`src/rtl/vga_sync_gen.sv`:
```
// Raster timing generator: divides the system clock to the pixel rate and
// produces x/y counters, registered sync/blank, and single-clk pixel/line/frame ticks.
module vga_sync_gen #(
    parameter int   H_DISPLAY = 640,
    parameter int   H_FRONT   = 16,
    parameter int   H_SYNC    = 96,
    parameter int   H_BACK    = 48,
    parameter int   V_DISPLAY = 480,
    parameter int   V_FRONT   = 10,
    parameter int   V_SYNC    = 2,
    parameter int   V_BACK    = 33,
    parameter int   CLK_DIV   = 4,
    parameter logic SYNC_POL  = 1'b0
) (
    input  logic       clk,
    input  logic       reset,
    input  logic       enable,
    output logic [9:0] x,
    output logic [9:0] y,
    output logic       video_on,
    output logic       hsync,
    output logic       vsync,
    output logic       p_tick,
    output logic       line_tick,
    output logic       frame_tick
);

    localparam int H_TOTAL = H_DISPLAY + H_FRONT + H_SYNC + H_BACK;
    localparam int V_TOTAL = V_DISPLAY + V_FRONT + V_SYNC + V_BACK;
    localparam int DIV_W   = $clog2(CLK_DIV);

    localparam logic [DIV_W-1:0] DIV_LAST = DIV_W'(CLK_DIV - 1);
    localparam logic [9:0] H_LAST   = 10'(H_TOTAL - 1);
    localparam logic [9:0] V_LAST   = 10'(V_TOTAL - 1);
    localparam logic [9:0] H_VIS    = 10'(H_DISPLAY);
    localparam logic [9:0] V_VIS    = 10'(V_DISPLAY);
    localparam logic [9:0] HS_START = 10'(H_DISPLAY + H_FRONT);
    localparam logic [9:0] HS_END   = 10'(H_DISPLAY + H_FRONT + H_SYNC - 1);
    localparam logic [9:0] VS_START = 10'(V_DISPLAY + V_FRONT);
    localparam logic [9:0] VS_END   = 10'(V_DISPLAY + V_FRONT + V_SYNC - 1);

    generate
        if (H_TOTAL > 1024 || V_TOTAL > 1024) begin : g_bad_total
            $error("vga_sync_gen: H_TOTAL and V_TOTAL must not exceed 1024");
        end
        if (CLK_DIV < 2 || CLK_DIV > 16) begin : g_bad_div
            $error("vga_sync_gen: CLK_DIV must be in 2..16");
        end
    endgenerate

    logic [DIV_W-1:0] div;
    logic [9:0]       x_next;
    logic [9:0]       y_next;

    assign p_tick     = enable && (div == DIV_LAST);
    assign line_tick  = p_tick && (x == H_LAST);
    assign frame_tick = line_tick && (y == V_LAST);

    // NOTE: every always_comb output gets a default first so no path can infer a latch.
    always_comb begin
        x_next = x;
        y_next = y;
        if (p_tick) begin
            x_next = (x == H_LAST) ? 10'd0 : x + 10'd1;
        end
        if (line_tick) begin
            y_next = (y == V_LAST) ? 10'd0 : y + 10'd1;
        end
    end

    // Sync and blank are computed from the next counts so they switch on the same edge as x/y.
    // NOTE: sequential state uses non-blocking assignments so all registers update together.
    always_ff @(posedge clk or posedge reset) begin
        if (reset) begin
            div      <= '0;
            x        <= '0;
            y        <= '0;
            video_on <= 1'b1;
            hsync    <= ~SYNC_POL;
            vsync    <= ~SYNC_POL;
        end else if (enable) begin
            div      <= p_tick ? '0 : div + DIV_W'(1);
            x        <= x_next;
            y        <= y_next;
            video_on <= (x_next < H_VIS) && (y_next < V_VIS);
            hsync    <= (x_next >= HS_START && x_next <= HS_END) ? SYNC_POL : ~SYNC_POL;
            vsync    <= (y_next >= VS_START && y_next <= VS_END) ? SYNC_POL : ~SYNC_POL;
        end
    end

endmodule

```
`config.mk`:
```
export PLATFORM = sky130hd
export DESIGN_NAME = vga_sync_gen
export DESIGN_NICKNAME = d
export VERILOG_FILES = /design/src/rtl/vga_sync_gen.sv
export SDC_FILE = /design/constraint.sdc
export NUM_CORES = 1
export LEC_CHECK = 0
export ABC_AREA = 1
export BUFFER_PORTS_ARGS = -buffer_cell sky130_fd_sc_hd__buf_2
export CAP_MARGIN = 20
export CORE_MARGIN = 2
export CORE_UTILIZATION = 45
export CTS_CLUSTER_DIAMETER = 40
export DETAILED_ROUTE_END_ITERATION = 6
export GPL_TIMING_DRIVEN = 0
export PLACE_DENSITY = 0.67
export SLEW_MARGIN = 20
export SYNTH_ARGS = -nofsm -noshare
export SYNTH_HDL_FRONTEND = slang
export SYNTH_SLANG_ARGS = --single-unit
export TNS_END_PERCENT = 1
```
`constraint.sdc`:
```
create_clock -name clk -period 2.29 [get_ports clk]
set_clock_uncertainty 0.15 [all_clocks]
set_input_delay 0.3435 -clock clk [delete_from_list [all_inputs] [get_ports clk]]
set_output_delay 0.3435 -clock clk [all_outputs]
set_load 0.05 [all_outputs]
```
==> out/metrics.csv <==
stage;metric;value;unit
status;status;finished, final reports clean;
finish;Layout Area Growth over Synthesis;17.3;%
hold_path;HP Class;in -> reg;
sta;RSZ-0062 raised after global routing;no;
cts;clock transition at the registers of the reported paths;0.14;ns
placed_design;Detail Placement HPWL;2600;um
global_route;met2 usage;27.0;%
critical_path;RR Endpoint;vsync$_DFFE_PP1P_;
power;Peak VDD IR;0.316;mV
finish;Antenna Cells;0;
yosys;sequential share of the synthesized area;38.9;%
finish;fin area;0.00190;mm2
drt;vias per cell;4.68;
critical_path;slowest cell on the critical path;dfrtp_2;
yosys;YS warnings;0;
yosys;post-synth cell types;30;
global_route;GR Util met3;2.11;%
die;# rows;21;
yosys;EDFF count, synth;0;
global_route;first-pass GRT wire length;5800;um
sta;Hold Fails Final Rpt;0;
hold_path;hold depth;3;
die;core area;0.00339;mm2
critical_path;register-to-register setup slack;0.39;ns
sta;final setup vio count;0;
cts;CTS tree;done;
yosys;post-synth top area share;34.0;%
yosys;ys flop type;dfrtp_1;
die;Die H;64.0;um
critical_path;r2r worst-path depth;11;
sta;actual slew at the worst max-slew pin;0.893;ns
hold_path;worst hold path startpoint;enable;
critical_path;Worst Setup Start Kind;flip-flop;
placed_design;placed cell count;302;
critical_path;critical setup path kind;reg -> out;
drt;wire length per cell;11.1;um
drt;drt first pass iters;4;
critical_path;worst r2r src;x[0]$_DFFE_PP0P_;
sta;maximum clock frequency;464;MHz
power;overall power;1.30;mW
die;Initial Util;47.8;%
global_route;antenna violations before repair;0;
drt;wirelength, routed;3440;um
critical_path;CP Capture Type;output port;
sta;Slew Limit Headroom;40.1;%
global_route;GRT Resource Usage Total;18.1;%
sta;fin worst setup slack;0.133;ns
cts;Num CTS Buffers;3;
global_route;vias in the first global route;1231;
global_route;Top Usage Layer GRT;met1;
yosys;main area contributors after synthesis;dfrtp_1, nand2_1, inv_1;
yosys;Syn Nets;235;
drt;DRC Markers;0;
cts;H-Tree Depth;1;
global_route;GR Layer Usage met1;27.1;%
critical_path;crit path max fanout;4;
finish;share of layout cells above drive strength 1;24.3;%
yosys;post-synthesis async set-or-reset flop share;100;%
critical_path;CP Cell Sequence;ha_4 -> nand2_1 -> nor2_1 -> nand4_1 -> nor2_2 -> buf_6;
yosys;Mapped Cells;228;
sta;fin crit period;2.16;ns
placed_design;pre-CTS WS;0.319;ns
yosys;post-synthesis register bit count;25;
placed_design;Routability Congestion;0.882;
sta;Min Hold Slack;0.222;ns
power;power share of the clock group;16.0;%
drt;Iter 0 DRT Violations;115;
cts;CTS max path bufs;2;
sta;Final Max Slew Viols;0;
critical_path;Critical Path RT;1.80;ns
power;cell internal pwr;0.720;mW
drt;antenna-violating nets left;0;
hold_path;WHS Endpoint;y[1]$_DFFE_PP0P_;
critical_path;crit path DAT;1.66;ns
critical_path;CP max stage delay;0.44;ns
sta;Final Cycle Share;94.2;%
global_route;total grt overflow;0;
die;Die ar.;0.00409;mm2
finish;Layout Utilization;56.0;%
sta;Setup TNS;0;ns
power;Leakage;0.999;nW
drt;vias;1445;
yosys;count leader, synth;nand2_1;
power;Sw Pwr;0.575;mW
yosys;Mapped Area;0.00162;mm2
yosys;cell accounting for the most synthesized area;dfrtp_1;
cts;Clk Latency, worst-skew pair;0.33;ns
power;sw frac;44.4;%
cts;CTS Sinks;25;
die;die width;64.0;um
power;Comb pwr share;39.0;%
job;MaxCap Viol Count;0;
yosys;synth cell count leaders;nand2_1, inv_1, nor2_1;
placed_design;placed cell area;0.00182;mm2
placed_design;IO buf count;28;
yosys;Syn Area/Cell;7.10;um2
die;boundary pin count;29;
finish;non-filler cells, final;309;
power;register share of total power;45.0;%
global_route;largest net degree at the start of global routing;26;
finish;final net count;271;
power;Pwr Density;682;mW/mm2
cts;Root Buffer;clkbuf_4;
-- worst max path at each step --
stage	from	cells past startpoint	slack [ns]	endpoint
3_3_place_gp	x[0]$_DFFE_PP0P_	6	0.31	frame_tick
6_report	x[0]$_DFFE_PP0P_	6	0.13	frame_tick
5_1_grt	x[0]$_DFFE_PP0P_	6	0.007	frame_tick
2_1_floorplan	x[1]$_DFFE_PP0P_	12	-0.00007	vsync$_DFFE_PP1P_
3_5_place_dp	x[1]$_DFFE_PP0P_	6	0.32	frame_tick
4_1_cts	x[1]$_DFFE_PP0P_	6	-0.01	frame_tick
-- registers in the layout, summed over array words and instances (netlist names) --
signal and count:
y 10, video_on 1, div 2, hsync 1, vsync 1, x 10
-- metal layers --
layer	routed length (um)	vias to the layer above
met2	1460	28
li1	-	775
met1	1800	637
met3	140	5
met4	46	0
met5	0	-
-- placed cells by master (no fill, tap or decap) --
master         synthesis  routed
a21oi_1                1       1
a21oi_2                1       1
buf_2                  0      26
buf_4                  1       4
buf_6                  1       2
clkbuf_1               1       2
clkbuf_4               0       3
clkinv_1               0       1
dfrtp_1               22      20
dfrtp_2                0       2
dfstp_2                3       3
dlygate4sd3_1          0       1
ha_1                   4       3
ha_4                   0       1
inv_1                 36      35
inv_2                  4       4
inv_4                  1       1
nand2_1               67      67
nand2_2                3       3
nand2_4                1       1
nand3_1               17      16
nand3_2                1       2
nand3b_1               2       2
nand4_1                5       5
nand4_4                1       1
nor2_1                27      26
nor2_2                 5       6
nor2_4                 3       3
nor3_1                 3       3
o211ai_1               1       1
o21ai_0                5       5
o21ai_1                4       4
o21ai_2                1       1
o21bai_1               1       1
xnor2_1                1       1
xor2_1                 5       5
-- kinds of logic after synthesis --
group	after synthesis	synth area share, %
buffers and inverters	44	11.1
DFF	25	38.9
adders and majority gates	4	3.09
and+or+nand+nor	135	38.6
xor gates and xnor gates	6	3.25
AOI/OAI and AO/OA	14	5.10
-- cell type report --
| cell class | instances | area (um2) |
|---|---|---|
| Buffer | 3 | 22.5 |
| Multi-Input combinational cell | 159 | 831 |
| Timing Repair Buffer | 31 | 174 |
| Inverter | 41 | 156 |
| Fill cell | 321 | 1490 |
| Tap cell | 46 | 57.6 |
| Sequential cell | 25 | 632 |
| Clock buffer | 4 | 26.3 |
-- timing repair --
action                                  in CTS  in global routing
pin swaps                                    0                  2
endpoints found under the setup margin       2                  2
endpoints found under the hold margin        0                 22
buffers inserted                             0                  2
gates resized for setup                      2                  6
hold buffers                                 0                  1
-- worst max-delay path, delay by kind of cell, from the launching register on --
family / cells / cell delay [ns]
adders and majority gates: 1 / 0.17
DFF: 1 / 0.44
buffers and inverters: 1 / 0.17
and+or+nand+nor: 4 / 0.56
-- power groups by stage --
stage,combinational (mW),sequential [mW],clock (mW)
after detailed placement,0.490,0.582,0
after floorplan,0.230,0.731,0
final,0.506,0.583,0.207
after CTS,0.492,0.572,0.215
after global placement,0.486,0.576,0
after global routing,0.546,0.595,0.235
No activity file was read; power rests on OpenSTA's default activity.
